--- config.mk ---
export PLATFORM = sky130hd
export DESIGN_NAME = vend_core_flat
export DESIGN_NICKNAME = d
export VERILOG_FILES = /design/src/rtl/vend_pkg.sv /design/src/rtl/vend_if.sv /design/src/rtl/vend_stock_bank.sv /design/src/rtl/vend_core.sv /design/src/flat_wrapper.sv
export SDC_FILE = /design/constraint.sdc
export NUM_CORES = 1
export LEC_CHECK = 0
export BUFFER_PORTS_ARGS = -buffer_cell sky130_fd_sc_hd__buf_2
export CAP_MARGIN = 10
export CORE_AREA = 2 2 176 92
export CTS_CLUSTER_SIZE = 40
export DETAILED_ROUTE_END_ITERATION = 6
export DIE_AREA = 0 0 178 94
export PLACE_DENSITY = 0.66
export SYNTH_ARGS = -nofsm -noshare
export SYNTH_HDL_FRONTEND = slang
export SYNTH_SLANG_ARGS = --single-unit
--- constraint.sdc ---
create_clock -name clk -period 8.4 [get_ports clk]
set_input_delay 2.1 -clock clk [delete_from_list [all_inputs] [get_ports clk]]
set_output_delay 2.1 -clock clk [all_outputs]
set_load 0.1 [all_outputs]
--- src/rtl/vend_pkg.sv ---
// Shared types and coin helpers for the vending controller: FSM states,
// one-hot coin encodings, denomination values and greedy change selection.
package vend_pkg;

  typedef enum logic [2:0] {
    ST_IDLE,
    ST_DIGIT2,
    ST_CHECK,
    ST_VEND,
    ST_CHANGE
  } state_t;

  localparam logic [4:0] COIN_5   = 5'b00001;
  localparam logic [4:0] COIN_10  = 5'b00010;
  localparam logic [4:0] COIN_20  = 5'b00100;
  localparam logic [4:0] COIN_50  = 5'b01000;
  localparam logic [4:0] COIN_100 = 5'b10000;

  localparam int unsigned DENOM_5   = 5;
  localparam int unsigned DENOM_10  = 10;
  localparam int unsigned DENOM_20  = 20;
  localparam int unsigned DENOM_50  = 50;
  localparam int unsigned DENOM_100 = 100;

  // Non-one-hot patterns map to zero so callers never credit a malformed coin.
  function automatic int unsigned coin_value(input logic [4:0] c);
    case (c)
      COIN_5:   return DENOM_5;
      COIN_10:  return DENOM_10;
      COIN_20:  return DENOM_20;
      COIN_50:  return DENOM_50;
      COIN_100: return DENOM_100;
      default:  return 0;
    endcase
  endfunction

  function automatic logic [4:0] greedy_coin(input int unsigned amount);
    if (amount >= DENOM_100) return COIN_100;
    if (amount >= DENOM_50)  return COIN_50;
    if (amount >= DENOM_20)  return COIN_20;
    if (amount >= DENOM_10)  return COIN_10;
    if (amount >= DENOM_5)   return COIN_5;
    return 5'b00000;
  endfunction

endpackage

--- src/rtl/vend_if.sv ---
// Bus between the vending core and the keypad / coin / restock front end
// (master) and the dispense / coin-return actuators.
interface vend_if #(
  parameter int NUM_PRODUCTS = 10,
  parameter int PRICE_W      = 8,
  parameter int CREDIT_W     = 8,
  parameter int QTY_W        = 4
);
  logic                            coin_valid;
  logic [4:0]                      coin;
  logic                            sel_valid;
  logic [3:0]                      sel_code;
  logic                            cancel;
  logic [NUM_PRODUCTS*PRICE_W-1:0] price_of_all;
  logic                            restock_valid;
  logic [6:0]                      restock_prod;
  logic [QTY_W-1:0]                restock_qty;

  logic                            coin_accept;
  logic                            coin_reject;
  logic [CREDIT_W-1:0]             credit;
  logic                            vend_pulse;
  logic [6:0]                      vend_prod;
  logic                            change_valid;
  logic [4:0]                      change_coin;
  logic                            err_sel;
  logic                            err_stock;
  logic                            err_funds;
  logic                            busy;

  modport master (
    output coin_valid, coin, sel_valid, sel_code, cancel, price_of_all,
           restock_valid, restock_prod, restock_qty,
    input  coin_accept, coin_reject, credit, vend_pulse, vend_prod,
           change_valid, change_coin, err_sel, err_stock, err_funds, busy
  );

  modport slave (
    input  coin_valid, coin, sel_valid, sel_code, cancel, price_of_all,
           restock_valid, restock_prod, restock_qty,
    output coin_accept, coin_reject, credit, vend_pulse, vend_prod,
           change_valid, change_coin, err_sel, err_stock, err_funds, busy
  );
endinterface

--- src/rtl/vend_stock_bank.sv ---
// Per-product stock counters with a restock write, a single decrement port
// and a combinational read port; restock beats decrement on the same slot.
module vend_stock_bank #(
  parameter int NUM_PRODUCTS = 10,
  parameter int QTY_W        = 4
) (
  input  logic             clk,
  input  logic             reset,
  input  logic             restock_valid,
  input  logic [6:0]       restock_prod,
  input  logic [QTY_W-1:0] restock_qty,
  input  logic             dec_valid,
  input  logic [6:0]       dec_prod,
  input  logic [6:0]       rd_prod,
  output logic [QTY_W-1:0] rd_qty
);

  logic [QTY_W-1:0]        stock_reg  [NUM_PRODUCTS];
  logic [QTY_W-1:0]        stock_next [NUM_PRODUCTS];
  logic [NUM_PRODUCTS-1:0] hit_restock;
  logic [NUM_PRODUCTS-1:0] hit_dec;

  // Products are numbered from 1, so slot gi holds product gi+1.
  generate
    for (genvar gi = 0; gi < NUM_PRODUCTS; gi++) begin : g_slot
      assign hit_restock[gi] = restock_valid && (restock_prod == 7'(gi + 1));
      assign hit_dec[gi]     = dec_valid && (dec_prod == 7'(gi + 1)) && (stock_reg[gi] != '0);
      assign stock_next[gi]  = hit_restock[gi] ? restock_qty :
                               hit_dec[gi]     ? stock_reg[gi] - QTY_W'(1) :
                                                 stock_reg[gi];
    end
  endgenerate

  always_ff @(posedge clk) begin
    if (reset) begin
      for (int i = 0; i < NUM_PRODUCTS; i++) stock_reg[i] <= '0;
    end else begin
      stock_reg <= stock_next;
    end
  end

  always_comb begin
    rd_qty = '0;
    for (int i = 0; i < NUM_PRODUCTS; i++) begin
      if (rd_prod == 7'(i + 1)) rd_qty = stock_reg[i];
    end
  end

endmodule

--- src/rtl/vend_core.sv ---
// Vending controller: coin credit, two-digit selection, range/stock/funds
// check, vend strobe and greedy one-coin-per-cycle change or refund.
module vend_core
  import vend_pkg::*;
#(
  parameter int NUM_PRODUCTS = 10,
  parameter int PRICE_W      = 8,
  parameter int CREDIT_W     = 8,
  parameter int QTY_W        = 4,
  parameter int MAX_CREDIT   = 250
) (
  input logic   clk,
  input logic   reset,
  vend_if.slave bus
);

  state_t              state_reg, state_next;
  logic [3:0]          d1_reg, d1_next;
  logic [3:0]          d2_reg, d2_next;
  logic [CREDIT_W-1:0] credit_reg, credit_next;
  logic                coin_accept_reg, coin_accept_next;
  logic                coin_reject_reg, coin_reject_next;
  logic                vend_pulse_reg, vend_pulse_next;
  logic [6:0]          vend_prod_reg, vend_prod_next;
  logic                change_valid_reg, change_valid_next;
  logic [4:0]          change_coin_reg, change_coin_next;
  logic                err_sel_reg, err_sel_next;
  logic                err_stock_reg, err_stock_next;
  logic                err_funds_reg, err_funds_next;
  logic                busy_reg;

  logic [PRICE_W-1:0]  price_arr [NUM_PRODUCTS];
  logic [PRICE_W-1:0]  price_sel;
  logic [QTY_W-1:0]    stock_qty;
  logic [7:0]          p_full;
  logic [6:0]          prod;
  logic                sel_bad, stock_empty, funds_low;
  logic                entry_state, coin_ok, can_change, dec_valid;
  logic [4:0]          greedy;

  generate
    for (genvar gi = 0; gi < NUM_PRODUCTS; gi++) begin : g_price
      assign price_arr[gi] = bus.price_of_all[gi*PRICE_W +: PRICE_W];
    end
  endgenerate

  // Eight bits so that out-of-range keypad codes cannot alias into range.
  assign p_full      = 8'(d1_reg) * 8'd10 + 8'(d2_reg);
  assign prod        = p_full[6:0];
  assign sel_bad     = (p_full == 8'd0) || (32'(p_full) > 32'(NUM_PRODUCTS));
  assign stock_empty = (stock_qty == '0);
  assign funds_low   = 32'(credit_reg) < 32'(price_sel);
  assign entry_state = (state_reg == ST_IDLE) || (state_reg == ST_DIGIT2);
  assign coin_ok     = $onehot(bus.coin) &&
                       (32'(credit_reg) + coin_value(bus.coin) <= 32'(MAX_CREDIT));
  assign can_change  = 32'(credit_reg) >= DENOM_5;
  assign greedy      = greedy_coin(32'(credit_reg));

  always_comb begin
    price_sel = '0;
    for (int i = 0; i < NUM_PRODUCTS; i++) begin
      if (32'(prod) == 32'(i + 1)) price_sel = price_arr[i];
    end
  end

  vend_stock_bank #(
    .NUM_PRODUCTS(NUM_PRODUCTS),
    .QTY_W       (QTY_W)
  ) u_stock (
    .clk          (clk),
    .reset        (reset),
    .restock_valid(bus.restock_valid),
    .restock_prod (bus.restock_prod),
    .restock_qty  (bus.restock_qty),
    .dec_valid    (dec_valid),
    .dec_prod     (prod),
    .rd_prod      (prod),
    .rd_qty       (stock_qty)
  );

  always_ff @(posedge clk) begin
    if (reset) begin
      state_reg        <= ST_IDLE;
      d1_reg           <= '0;
      d2_reg           <= '0;
      credit_reg       <= '0;
      coin_accept_reg  <= 1'b0;
      coin_reject_reg  <= 1'b0;
      vend_pulse_reg   <= 1'b0;
      vend_prod_reg    <= '0;
      change_valid_reg <= 1'b0;
      change_coin_reg  <= '0;
      err_sel_reg      <= 1'b0;
      err_stock_reg    <= 1'b0;
      err_funds_reg    <= 1'b0;
      busy_reg         <= 1'b0;
    end else begin
      state_reg        <= state_next;
      d1_reg           <= d1_next;
      d2_reg           <= d2_next;
      credit_reg       <= credit_next;
      coin_accept_reg  <= coin_accept_next;
      coin_reject_reg  <= coin_reject_next;
      vend_pulse_reg   <= vend_pulse_next;
      vend_prod_reg    <= vend_prod_next;
      change_valid_reg <= change_valid_next;
      change_coin_reg  <= change_coin_next;
      err_sel_reg      <= err_sel_next;
      err_stock_reg    <= err_stock_next;
      err_funds_reg    <= err_funds_next;
      busy_reg         <= (state_next == ST_CHECK) || (state_next == ST_VEND) ||
                          (state_next == ST_CHANGE);
    end
  end

  always_comb begin
    state_next = state_reg;
    case (state_reg)
      ST_IDLE: begin
        if (bus.cancel)         state_next = ST_CHANGE;
        else if (bus.sel_valid) state_next = ST_DIGIT2;
      end
      ST_DIGIT2: begin
        if (bus.cancel)         state_next = ST_CHANGE;
        else if (bus.sel_valid) state_next = ST_CHECK;
      end
      ST_CHECK:  state_next = (sel_bad || stock_empty || funds_low) ? ST_IDLE : ST_VEND;
      ST_VEND:   state_next = can_change ? ST_CHANGE : ST_IDLE;
      ST_CHANGE: state_next = can_change ? ST_CHANGE : ST_IDLE;
      default:   state_next = ST_IDLE;
    endcase
  end

  always_comb begin
    d1_next           = d1_reg;
    d2_next           = d2_reg;
    credit_next       = credit_reg;
    coin_accept_next  = 1'b0;
    coin_reject_next  = 1'b0;
    vend_pulse_next   = 1'b0;
    vend_prod_next    = vend_prod_reg;
    change_valid_next = 1'b0;
    change_coin_next  = '0;
    err_sel_next      = 1'b0;
    err_stock_next    = 1'b0;
    err_funds_next    = 1'b0;
    dec_valid         = 1'b0;

    if (bus.coin_valid) begin
      if (entry_state && coin_ok) begin
        coin_accept_next = 1'b1;
        credit_next      = CREDIT_W'(32'(credit_reg) + coin_value(bus.coin));
      end else begin
        coin_reject_next = 1'b1;
      end
    end

    case (state_reg)
      ST_IDLE, ST_DIGIT2: begin
        if (bus.cancel) begin
          d1_next = '0;
          d2_next = '0;
        end else if (bus.sel_valid) begin
          if (state_reg == ST_IDLE) d1_next = bus.sel_code;
          else                      d2_next = bus.sel_code;
        end
      end
      ST_CHECK: begin
        d1_next = '0;
        d2_next = '0;
        if (sel_bad)          err_sel_next   = 1'b1;
        else if (stock_empty) err_stock_next = 1'b1;
        else if (funds_low)   err_funds_next = 1'b1;
        else begin
          credit_next     = CREDIT_W'(32'(credit_reg) - 32'(price_sel));
          dec_valid       = 1'b1;
          vend_pulse_next = 1'b1;
          vend_prod_next  = prod;
        end
      end
      // Both states pay out one greedy coin per cycle from the current credit.
      ST_VEND, ST_CHANGE: begin
        if (can_change) begin
          change_valid_next = 1'b1;
          change_coin_next  = greedy;
          credit_next       = CREDIT_W'(32'(credit_reg) - coin_value(greedy));
        end
      end
      default: ;
    endcase
  end

  assign bus.coin_accept  = coin_accept_reg;
  assign bus.coin_reject  = coin_reject_reg;
  assign bus.credit       = credit_reg;
  assign bus.vend_pulse   = vend_pulse_reg;
  assign bus.vend_prod    = vend_prod_reg;
  assign bus.change_valid = change_valid_reg;
  assign bus.change_coin  = change_coin_reg;
  assign bus.err_sel      = err_sel_reg;
  assign bus.err_stock    = err_stock_reg;
  assign bus.err_funds    = err_funds_reg;
  assign bus.busy         = busy_reg;

endmodule

--- src/flat_wrapper.sv ---
// flat-port wrapper written by rule: the top's interface ports become plain ports
module vend_core_flat import vend_pkg::*;
#(
  parameter int NUM_PRODUCTS = 10,
  parameter int PRICE_W      = 8,
  parameter int CREDIT_W     = 8,
  parameter int QTY_W        = 4,
  parameter int MAX_CREDIT   = 250
)
  (clk, reset, bus_coin_valid, bus_coin, bus_sel_valid, bus_sel_code, bus_cancel, bus_price_of_all, bus_restock_valid, bus_restock_prod, bus_restock_qty, bus_coin_accept, bus_coin_reject, bus_credit, bus_vend_pulse, bus_vend_prod, bus_change_valid, bus_change_coin, bus_err_sel, bus_err_stock, bus_err_funds, bus_busy);
  vend_if #(.NUM_PRODUCTS(NUM_PRODUCTS), .PRICE_W(PRICE_W), .CREDIT_W(CREDIT_W), .QTY_W(QTY_W)) bus_i ();
  input logic clk;
  input logic reset;
  input wire logic [$bits(bus_i.coin_valid)-1:0] bus_coin_valid;
  input wire logic [$bits(bus_i.coin)-1:0] bus_coin;
  input wire logic [$bits(bus_i.sel_valid)-1:0] bus_sel_valid;
  input wire logic [$bits(bus_i.sel_code)-1:0] bus_sel_code;
  input wire logic [$bits(bus_i.cancel)-1:0] bus_cancel;
  input wire logic [$bits(bus_i.price_of_all)-1:0] bus_price_of_all;
  input wire logic [$bits(bus_i.restock_valid)-1:0] bus_restock_valid;
  input wire logic [$bits(bus_i.restock_prod)-1:0] bus_restock_prod;
  input wire logic [$bits(bus_i.restock_qty)-1:0] bus_restock_qty;
  output wire logic [$bits(bus_i.coin_accept)-1:0] bus_coin_accept;
  output wire logic [$bits(bus_i.coin_reject)-1:0] bus_coin_reject;
  output wire logic [$bits(bus_i.credit)-1:0] bus_credit;
  output wire logic [$bits(bus_i.vend_pulse)-1:0] bus_vend_pulse;
  output wire logic [$bits(bus_i.vend_prod)-1:0] bus_vend_prod;
  output wire logic [$bits(bus_i.change_valid)-1:0] bus_change_valid;
  output wire logic [$bits(bus_i.change_coin)-1:0] bus_change_coin;
  output wire logic [$bits(bus_i.err_sel)-1:0] bus_err_sel;
  output wire logic [$bits(bus_i.err_stock)-1:0] bus_err_stock;
  output wire logic [$bits(bus_i.err_funds)-1:0] bus_err_funds;
  output wire logic [$bits(bus_i.busy)-1:0] bus_busy;
  assign bus_i.coin_valid = bus_coin_valid;
  assign bus_i.coin = bus_coin;
  assign bus_i.sel_valid = bus_sel_valid;
  assign bus_i.sel_code = bus_sel_code;
  assign bus_i.cancel = bus_cancel;
  assign bus_i.price_of_all = bus_price_of_all;
  assign bus_i.restock_valid = bus_restock_valid;
  assign bus_i.restock_prod = bus_restock_prod;
  assign bus_i.restock_qty = bus_restock_qty;
  assign bus_coin_accept = bus_i.coin_accept;
  assign bus_coin_reject = bus_i.coin_reject;
  assign bus_credit = bus_i.credit;
  assign bus_vend_pulse = bus_i.vend_pulse;
  assign bus_vend_prod = bus_i.vend_prod;
  assign bus_change_valid = bus_i.change_valid;
  assign bus_change_coin = bus_i.change_coin;
  assign bus_err_sel = bus_i.err_sel;
  assign bus_err_stock = bus_i.err_stock;
  assign bus_err_funds = bus_i.err_funds;
  assign bus_busy = bus_i.busy;
  vend_core #(.NUM_PRODUCTS(NUM_PRODUCTS), .PRICE_W(PRICE_W), .CREDIT_W(CREDIT_W), .QTY_W(QTY_W), .MAX_CREDIT(MAX_CREDIT)) u_core (.clk(clk), .reset(reset), .bus(bus_i));
endmodule
======== After elaboration in Yosys (flattened, before gate mapping) ========
Index checks and enable logic that the tools add are counted.
word-level totals
  output and inout bits ................... 28
  bits in registers ....................... 79
  word-level logic and storage cells ...... 275
  bits of input ports ..................... 106
operators by class
  bitwise logic cells ..................... 7
  eq/ne operators ......................... 41
  $add $sub $neg .......................... 19
  $mul .................................... 1
  muxes and demuxes ....................... 102
  reductions and logical operators ........ 73
  magnitude comparators ................... 8
operator list
  kind                   count
  $mux W8                20
  $mux W4                36
  $pmux W7 S5            2
  $eq A7 B3 Y1 const B   8
  $mux W5                10
  $eq A7 B4 Y1 const B   6
  $reduce_bool A4 Y1     10
  $sub A4 B1 Y4 const B  10
  $le A32 B8 Y1 const B  1
  $logic_and A1 B1 Y1    32
  $eq A7 B2 Y1 const B   4
  $mux W1                24
  $reduce_bool A2 Y1     11
  $pmux W4 S2            2
  $pmux W8 S2            1
  $sub A8 B8 Y8          2
  $mux W3                5
  $eq A7 B1 Y1 const B   2
  $eq A3 B2 Y1 const B   4
  $pmux W3 S4            1
  $eq A5 B1 Y1 const B   2
  $eq A5 B2 Y1 const B   2
  $eq A5 B3 Y1 const B   2
  $eq A5 B4 Y1 const B   2
  other kinds (30)       52

======== Longest topological paths before layout ========
Gate-level depths: netlist (run 1).
  depth after elaboration ................. 24
  depth in mapped cells ................... 25
  mapped depth without buffers ............ 22

======== Hierarchy ========
A second synthesis (run 1) with hierarchy kept.
second synthesis, totals
  cells, all modules ...................... 844
  area, all modules ....................... 6862.8 sq um
by module, submodules not included
  module           area each (sq um)  times used  sequential area each (sq um)  cells an instance
  vend_core        3873.7             1           780.7                         479
  vend_stock_bank  2989.1             1           800.8                         365

======== Worst setup path after synthesis (run 1) ========
OpenSTA, ideal clock, no wires.
  path kind ............................... input-to-reg
  start point ............................. input port bus_price_of_all[49]
  end point ............................... register u_core.u_stock.stock_reg[28] in the netlist's numbering
  data required time ...................... 8.309 ns
  cell stages on the path ................. 13
  setup time .............................. 0.091 ns
  path slack .............................. 2.997 ns
  buffers on the path ..................... 1
  arrival time ............................ 5.312 ns
  path through ............................ mux4_2 > a221o_1 > a221oi_1 > fa_1 > a211oi_1 > o21bai_1 > o22ai_1 > nor3b_1 > and3_1 > clkbuf_1 > nand2_1 > or3_1 > a311oi_1
between the ends
  cells in the longest elaborated chain, start to end .. 12
RTL lines
  item                              RTL line               text
  start: declaration                flat_wrapper.sv:19     input wire logic [$bits(bus_i.price_of_all)-1:0] bus_price_of_all;
  $mux W8 (4 in a row)              vend_core.sv:62        if (32'(prod) == 32'(i + 1)) price_sel = price_arr[i];
  $lt A8 B8 Y1                      vend_core.sv:52        assign funds_low = 32'(credit_reg) < 32'(price_sel);
  $mux W1                           vend_core.sv:173       else if (funds_low) err_funds_next = 1'b1;
  $mux W1                           vend_core.sv:172       else if (stock_empty) err_stock_next = 1'b1;
  $mux W1                           vend_core.sv:171       if (sel_bad) err_sel_next = 1'b1;
  $mux W1                           vend_core.sv:158       case (state_reg)
  $logic_and A1 B1 Y1 (2 in a row)  vend_stock_bank.sv:27  assign hit_dec[gi] = dec_valid && (dec_prod == 7'(gi + 1)) && (stock_reg[gi] != '0);
  $reduce_bool A2 Y1 (no line)      -
  end signal: assignment            vend_stock_bank.sv:38  stock_reg <= stock_next;
  end: declaration                  vend_stock_bank.sv:18  logic [QTY_W-1:0] stock_reg [NUM_PRODUCTS];
No other way between the ends.
A chain may end at the register's enable or synchronous reset.

======== Worst setup path in the final report (run 1) ========
  start point ............................. register u_core.d1_reg[3]
  end point ............................... register u_core.busy_reg (netlist: u_core.bus.busy)
between the ends
  cells in the longest elaborated chain, start to end .. 21
RTL lines
  item                                                   RTL line          text
  start: declaration                                     vend_core.sv:18   logic [3:0] d1_reg, d1_next;
  start signal: assignment                               vend_core.sv:99   d1_reg <= d1_next;
  $mul A4 B3 Y7 *                                        vend_core.sv:48   assign p_full = 8'(d1_reg) * 8'd10 + 8'(d2_reg);
  $add A8 B4 Y8 *                                        vend_core.sv:48
  branches (longest 13 deep; another with $lt A8 B8 Y1)  -
  $logic_or A1 B1 Y1 *                                   vend_core.sv:127  ST_CHECK: state_next = (sel_bad || stock_empty || funds_low) ? ST_IDLE : ST_VEND;
  $mux W2 *                                              vend_core.sv:127
  $pmux W3 S4 *                                          vend_core.sv:118  case (state_reg)
  $eq A3 B2 Y1                                           vend_core.sv:111  busy_reg <= (state_next == ST_CHECK) || (state_next == ST_VEND) ||
  $logic_or A1 B1 Y1                                     vend_core.sv:111
  $logic_or A1 B1 Y1 *                                   vend_core.sv:111
  end signal: assignment                                 vend_core.sv:111
  end: declaration                                       vend_core.sv:30   logic busy_reg;
Mark *: on every way between the ends.

==> metrics, run 1 <==
CP Launch Type=register; Die Span Y=94 um; Max Cap Viol=0; most frequent cells after synthesis=nor2_1, dfxtp_1, inv_1, nand2_1, ha_1; DRC viols=0; ant diodes=0; # rows=32; Lkg Pwr=3.299 nW; DRT antenna net count=0; Worst IR Drop VDD=109.8 uV; Post-Synthesis Net Count=994; Initial DRC Count=944; RSZ-0062 raised after global routing=false; Die Footprint=16730 um^2; Cell Area, Synth=6709 um^2; DRT Wirelength=23.82 mm; grt total ovfl=0; endpoints failing setup=0; setup bufs post-CTS=0; DP Cell Count=1140; CTS root buf=clkbuf_16; post-route setup TNS=0 ps; WP data arrival=6690 ps; hold buffers post-CTS=0; total CTS buffers=9; Total GRT Usage=0.2899; Clock Skews=8.718 ps; overall power=1.583 mW; Slew @ Worst Pin=913.7 ps; Starting Density=0.4445; Slew Limit Fails=0; Post-synth EDFFs=0; I/O pin cnt=134; final RePlAce weighted congestion=1.027; Worst Hold Launch=u_core.bus.vend_prod[3]; Clk pwr share=0.240; Synth async-reset ratio=0; Post-Syn Instances=834; Layout Utilization=0.5168; pre-CTS setup slack=2035 ps; Clock Pin Slew Worst Setup and Hold Paths=60 ps; kind of critical path=register to register; register area=1582 um^2; Initial DRT Pass Iterations=7; worst min path class=register to register; Fillers=1505; Required @ worst endpoint=8630 ps; vias per cell=6.083; warnings from Yosys=0; Yosys top cell by area=dfxtp_1; max reg flops=40; share of cells above drive strength 1=0.2080; crit path launch=u_core.d1_reg[3]; flop2flop setup slack=1940 ps; first-pass GRT wire length=36.29 mm; status=complete, no violations; ys flop type=dfxtp_1; Cell Count, Final, Fillers Out=1156; initial antenna violation count=0; H-tree Lvls=3; pwr dens=202.9 nW/um^2; Synth cell types=79; proportion of power drawn by flip-flops and latches=0.266; share of the synthesized area in the top cell type=0.2357; P_int=0.8953 mW; register area share after synthesis=0.2357; NetSw=0.6876 mW; crit share post-route=0.7696; core box area=15090 um^2; Multi-input gate area=4745 um^2; Sink Count=79; latest clock arrival within the worst-skew pair=340 ps; hold slack=451.9 ps; most common cell in the synthesized netlist=nor2_1; fin crit period=6465 ps; Max clock buf depth=2; CTS tree=done; post-DP HPWL=18.67 mm; Switching Share=0.4344; area delta synth->final=16.28%; DR vias=7032; post-CTS resize count=0; worst setup slack after layout=1935 ps; fin nets=1107; Worst setup EP type=register; reg2reg start=u_core.d1_reg[3]; Die W=178 um; Placement Cell Area=7525 um^2; routed wire length per instance=20.61 um; final hold viol count=0; Seq cells post-synth=79; Final Instance Area=7801 um^2; Max-slew headroom=0.3896; Crit Path Max Fanout=16; Comb power frac=0.494; mean post-synth cell area=8.044 um^2; Max Freq=154.7 MHz; vias in the first global route=6067; Port Buf Inserts=133; largest net degree at the start of global routing=63; top cells by area, synth=dfxtp_1, ha_1, nor2_1
[critical path, stage by stage, from the launching register on]
cell and delay, ps:
dfxtp_1 440, ha_1 280, ha_1 230, fa_1 440, xor2_1 190, or4_1 560, and3_1 320, nor3_2 610
a22oi_1 140, nand2_1 110, mux2_2 140, ha_1 130, inv_1 60, fa_1 440, a211oi_1 270, o21bai_1 130
o22ai_1 380, nor3b_1 170, and3_1 290, nand2_1 550, a21oi_1 160, or2_2 320
[logic make-up after synthesis]
kind of cell               after synthesis  synth area share
AOI/OAI and AO/OA                      211            0.2268
xor gates and xnor gates                29           0.03898
adders and majority gates               54            0.1085
buffers and inverters                   96           0.05707
DFF                                     79            0.2357
muxes                                   40           0.07702
and+or+nand+nor                        325            0.2559
[power by group through the flow]
stage | logic, mW | clock network (mW) | registers [mW]
detailed placement | 0.753 | 0 | 0.428
finish | 0.782 | 0.380 | 0.421
global route | 0.836 | 0.395 | 0.424
global placement | 0.751 | 0 | 0.428
floorplan | 0.502 | 0 | 0.483
CTS | 0.758 | 0.379 | 0.420
[final timing paths]
| check | end | depth (start not counted) |
|---|---|---|
| worst max register to register | u_core.bus.busy | 21 |
| worst max-delay path | u_core.bus.busy | 21 |
| worst min register to register | u_core.bus.vend_prod[3] | 2 |
| worst min-delay path | u_core.bus.vend_prod[3] | 2 |
[layout make-up]
class                   instances  share of cell area
flip-flops and latches         79              0.2027
clock inverters                 4            0.003849
well taps                     204             0.03272
inverters                      56             0.02694
multi-input cells             659              0.6082
clock buffers                  12             0.03160
repair buffers                142             0.09399
[layer usage]
layer	wire length [um]	global-route usage	share of wire
met2	8143	0.3285	0.34
met5	0	0	0
met3	3632	0.1278	0.15
met4	119	0.02869	0.0050
met1	11930	0.4767	0.50
[placed cells by master (no fill, tap or decap), types with 5 or more instances in the layout]
cell type,count
a211oi_1,16
a21o_1,11
a21oi_1,39
a221o_1,9
a221oi_1,13
a22o_1,8
a22oi_1,7
a311oi_1,10
a31oi_1,7
and2_1,11
and3_1,21
buf_2,133
buf_4,9
clkbuf_16,9
dfxtp_1,79
fa_1,7
ha_1,47
inv_1,54
mux2_2,13
mux2i_1,19
mux4_2,8
nand2_1,50
nand2b_1,13
nand3_1,28
nand4_1,9
nor2_1,92
nor2b_1,13
nor3_1,29
nor3b_1,5
nor4_1,11
o211ai_1,6
o21a_1,6
o21ai_0,27
o22ai_1,6
o31ai_1,8
or3_1,14
xnor2_1,18
xor2_1,10
(Power assumes the default switching activity.)
==> run 2: changes to the inputs <==
--- a/config.mk
+++ b/config.mk
@@ -11,7 +11,7 @@
 export CTS_CLUSTER_SIZE = 40
 export DETAILED_ROUTE_END_ITERATION = 6
 export DIE_AREA = 0 0 178 94
-export PLACE_DENSITY = 0.66
+export PLACE_DENSITY = 0.69
 export SYNTH_ARGS = -nofsm -noshare
 export SYNTH_HDL_FRONTEND = slang
 export SYNTH_SLANG_ARGS = --single-unit
==> constraint.sdc (replaced) <==
create_clock -name clk -period 5.8 [get_ports clk]
set_input_delay 1.45 -clock clk [delete_from_list [all_inputs] [get_ports clk]]
set_output_delay 1.45 -clock clk [all_outputs]
set_load 0.1 [all_outputs]
==> metrics, run 2 (synthesized netlist as in run 1, its figures left out) <==
routed wire length per instance=20.44 um; Die Span Y=94 um; most frequent cells in the layout=buf_2, nor2_1, dfxtp_1; status=complete, no violations; area delta synth->final=19.04%; final RePlAce weighted congestion=0.9980; I/O pin cnt=134; DR vias=7128; Clock Pin Slew Worst Setup and Hold Paths=60 ps; crit share post-route=0.9576; Max-slew headroom=0.3101; ant diodes=0; Port Buf Inserts=133; vias per cell=6.082; Cell Count, Final, Fillers Out=1172; register area=1582 um^2; Initial DRT Pass Iterations=7; Worst setup EP type=register; fin crit period=5554 ps; CTS tree=done; RSZ-0062 raised after global routing=false; Die W=178 um; Sink Count=79; DRT antenna net count=0; Slew @ Worst Pin=1033 ps; commonest non-fill, non-tap cell in the layout=buf_2; CTS root buf=clkbuf_16; H-tree Lvls=3; DRT Wirelength=23.96 mm; kind of critical path=register to register; Required @ worst endpoint=6050 ps; Max Cap Viol=0; total CTS buffers=9; post-DP HPWL=18.86 mm; Reg2Reg Depth=20; Fillers=1449; Initial DRC Count=950; # rows=32; Max clock buf depth=2; core box area=15090 um^2; worst min path class=register to register; Min-Delay Path Depth=2; Die Footprint=16730 um^2; Clock Skews=10.56 ps; DRC viols=0; endpoints failing setup=0; Slew Limit Fails=0; Starting Density=0.4445; Lkg Pwr=3.408 nW; Multi-input gate area=4791 um^2; DP Cell Count=1154; fin nets=1124; Crit Path Max Fanout=11; Worst IR Drop VDD=167.1 uV; max reg flops=40; WP data arrival=5800 ps; initial antenna violation count=0; pwr dens=293.8 nW/um^2; share of cells above drive strength 1=0.2324; hold buffers post-CTS=0; largest net degree at the start of global routing=55; CP Launch Type=register; latest clock arrival within the worst-skew pair=340 ps; post-route setup TNS=0 ps; final hold viol count=0; vias in the first global route=6150; Total GRT Usage=0.2865; first-pass GRT wire length=36.18 mm; Max Freq=180.1 MHz; grt total ovfl=0
## run 2: worst paths after layout
check	startpoint	end	slack, ps
setup / recovery	u_core.d1_reg[3]	u_core.u_stock.stock_reg[22]	250
hold / removal	u_core.bus.vend_prod[3]	u_core.bus.vend_prod[3]	470
setup reg to reg	u_core.d1_reg[3]	u_core.u_stock.stock_reg[22]	250
hold reg to reg	u_core.bus.vend_prod[3]	u_core.bus.vend_prod[3]	470
## run 2: per-stage QoR
stage / utilization / worst slack [ps] / total power, mW / hold slack (ps) / instance area, um^2
after floorplan: - / 404.3 / 1.426 / 467.0 / 6709
after global placement: 0.5055 / 280.3 / 1.715 / 457.9 / 7630
after detailed placement: 0.5055 / 19.49 / 1.716 / 459.2 / 7630
after CTS: 0.5254 / 33.36 / 2.297 / 467.8 / 7931
after global routing: 0.5291 / 31.11 / 2.467 / 492.8 / 7986
final: 0.5291 / 246.0 / 2.346 / 467.7 / 7986
## run 2: final cells by class
| class | instances | share of cell area |
|---|---|---|
| clock inverter | 6 | 0.007833 |
| sequential | 79 | 0.1980 |
| clock buffer | 9 | 0.02820 |
| multi-input combinational | 659 | 0.5999 |
| inverter | 56 | 0.02632 |
| timing repair buffer | 159 | 0.1078 |
| tap | 204 | 0.03196 |
## run 2: per-layer routing
metal  track usage  vias up  routed length, um
met5             0        -                  0
met4       0.02391        0                 63
met3        0.1311       11               4061
li1              -     3360                  -
met1        0.4635     3295              11520
met2        0.3333      462               8309
## run 2: critical path, stage by stage (launching register included)
cell and delay, ps:
dfxtp_1 450, ha_1 280, ha_1 230, fa_1 430
xor2_1 200, or4_4 490, and3_1 250, nor3_2 260
mux2_2 370, ha_1 170, inv_1 90, fa_1 250
a211oi_1 100, o21bai_1 220, o22ai_1 150, buf_4 180
nor3b_2 260, nand4_1 200, buf_4 230, or4_1 400
a311oi_1 240
## run 2: power breakdown
part	switching, mW	internal [mW]	total (mW)	leakage (nW)
logic	0.698	0.456	1.15	2.62
clock network	0.248	0.331	0.579	0.145
registers	0.0520	0.562	0.614	0.638
total	0.998	1.35	2.35	3.41
## run 2: repair_timing
item | in CTS | in global routing
hold endpoints to repair | 0 | 0
buffers inserted | 0 | 2
endpoints found under the setup margin | 2 | 52
pin swaps | 0 | 2
resized for setup | 3 | 8
==> run 3: changes to the inputs <==
--- a/config.mk
+++ b/config.mk
@@ -7,11 +7,11 @@
 export LEC_CHECK = 0
 export BUFFER_PORTS_ARGS = -buffer_cell sky130_fd_sc_hd__buf_2
 export CAP_MARGIN = 10
-export CORE_AREA = 2 2 176 92
+export CORE_AREA = 2 2 166 87
 export CTS_CLUSTER_SIZE = 40
 export DETAILED_ROUTE_END_ITERATION = 6
-export DIE_AREA = 0 0 178 94
-export PLACE_DENSITY = 0.69
+export DIE_AREA = 0 0 168 89
+export PLACE_DENSITY = 0.75
 export SYNTH_ARGS = -nofsm -noshare
 export SYNTH_HDL_FRONTEND = slang
 export SYNTH_SLANG_ARGS = --single-unit
==> metrics, run 3 (synthesized netlist as in run 1, its figures left out) <==
DRT antenna net count=0; Required @ worst endpoint=6040 ps; Lkg Pwr=3.366 nW; endpoints failing setup=0; largest net degree at the start of global routing=62; ant diodes=0; Clock Pin Slew Worst Setup and Hold Paths=70 ps; Min-Delay Path Depth=2; CTS root buf=clkbuf_16; Die Span Y=89 um; total CTS buffers=9; Max Freq=181.9 MHz; WHS Endpoint=u_core.bus.vend_prod[3]; DRT Wirelength=20.62 mm; CP Launch Type=register; Worst setup EP type=register; Die W=168 um; Starting Density=0.5035; fin crit period=5498 ps; first-pass GRT wire length=32.42 mm; post-route setup TNS=0 ps; CTS tree=done; Cell Count, Final, Fillers Out=1139; final hold viol count=0; Slew Limit Fails=0; commonest non-fill, non-tap cell in the layout=buf_2; H-tree Lvls=3; vias per cell=6.156; grt total ovfl=0; Max clock buf depth=2; area delta synth->final=17.74%; Critical-path top delay cell=fa_1; Worst IR Drop VDD=148.3 uV; Worst Hold Launch=u_core.bus.vend_prod[3]; Initial DRC Count=779; pwr dens=287.2 nW/um^2; Fillers=1185; latest clock arrival within the worst-skew pair=350 ps; critical path cell sequence=ha_1 -> ha_1 -> fa_1 -> o211ai_1 -> nand3b_1 -> a311o_2 -> nor2_1 -> a221o_1 -> a221oi_1 -> fa_1 -> a211oi_1 -> o21bai_1 -> o22ai_1 -> nor3b_2 -> buf_4 -> nand3_2 -> nor4_4 -> nor4_1 -> a221o_1; Port Buf Inserts=133; flop2flop setup slack=300 ps; Crit Path Max Fanout=8; kind of critical path=register to register; share of cells above drive strength 1=0.2274; vias in the first global route=6376; Slew @ Worst Pin=1281 ps; initial antenna violation count=0; status=complete, no violations; Reg-to-Reg End=u_core.u_stock.stock_reg[37]; core box area=13330 um^2; fin nets=1118; final RePlAce weighted congestion=0.9028; crit share post-route=0.9479; max reg flops=40; DRC viols=0; most frequent cells in the layout=buf_2, nor2_1, dfxtp_1; hold buffers post-CTS=0; I/O pin cnt=134; Clock Skews=11.60 ps; overall power=2.269 mW; Initial DRT Pass Iterations=5; Total GRT Usage=0.2732; DR vias=7012; reg2reg start=u_core.d1_reg[3]; worst min path class=register to register; post-DP HPWL=15.73 mm; Max-slew headroom=0.1403; Die Footprint=14950 um^2; Max Cap Viol=0; Max stage delay on crit path=480 ps; WP data arrival=5740 ps; routed wire length per instance=18.10 um; DP Cell Count=1120; Sink Count=79; # rows=30; Reg2Reg Depth=19
-- run 3: cell types whose count changed in the layout (fill, tap and decap cells not counted), moves of 2 or more --
cell | before | now
buf_4 | 26 | 20
clkinv_2 | 3 | 0
clkinvlp_4 | 0 | 3
and3_1 | 21 | 19
clkinv_4 | 2 | 0
inv_6 | 0 | 2
-- run 3: area by class of cell --
cell class	instances	area (um^2)	area share
Multi-Input combinational cell	659	4781	0.6053
Sequential cell	79	1582	0.2002
Timing Repair Buffer	153	815.8	0.1033
Clock buffer	10	239.0	0.03025
Tap cell	176	220.2	0.02788
Inverter	56	210.2	0.02661
Clock inverter	6	51.30	0.006495
-- run 3: metal layers --
metal	routed length, um	vias up	track usage
met1	9276	3337	0.3640
met5	0	-	0
li1	-	3335	-
met2	9312	299	0.4591
met4	413	0	0.07668
met3	1617	41	0.05445
-- run 3: worst max path at each step --
stage | end | start | cells after the start | slack, ps
final | u_core.u_stock.stock_reg[37] | u_core.d1_reg[3] | 19 | 300
after global routing | u_core.u_stock.stock_reg[7] | u_core.d1_reg[3] | 19 | -30
after CTS | u_core.u_stock.stock_reg[5] | u_core.d1_reg[3] | 19 | 80
after detailed placement | u_core.u_stock.stock_reg[5] | u_core.d1_reg[3] | 19 | 5
after global placement | u_core.u_stock.stock_reg[5] | u_core.d1_reg[3] | 19 | 240
after floorplan | u_core.u_stock.stock_reg[32] | u_core.d1_reg[3] | 23 | 400
-- run 3: critical path, delay by kind of cell (launching register included) --
kind	cells	cell delay [ps]
DFF	1	420
adders and majority gates	4	1310
AOI/OAI and AO/OA	8	2020
buffers and inverters	1	160
and+or+nand+nor	6	1460
-- run 3: repair_timing --
action / 4_1_cts / 5_1_grt
gates resized for setup: 1 / 9
pin swaps: 0 / 2
setup endpoints to repair: 4 / 44
endpoints found under the hold margin: 0 / 0
setup buffers: 0 / 3
-- run 3: power by group --
group / total [mW] / internal (mW) / switching (mW)
Clock: 0.572 / 0.308 / 0.264
Combinational: 1.09 / 0.445 / 0.645
Sequential: 0.606 / 0.562 / 0.0445
-- run 3: metrics by stage --
stage | utilization | hold WS (ps) | setup slack [ps] | cell area, um^2
3_5_place_dp | 0.5666 | 445.7 | 4.677 | 7550
2_1_floorplan | - | 467.0 | 404.3 | 6709
6_report | 0.5928 | 453.1 | 302.2 | 7899
3_3_place_gp | 0.5666 | 441.6 | 235.3 | 7550
4_1_cts | 0.5887 | 454.6 | 77.42 | 7845
5_1_grt | 0.5928 | 470.2 | -30.61 | 7899
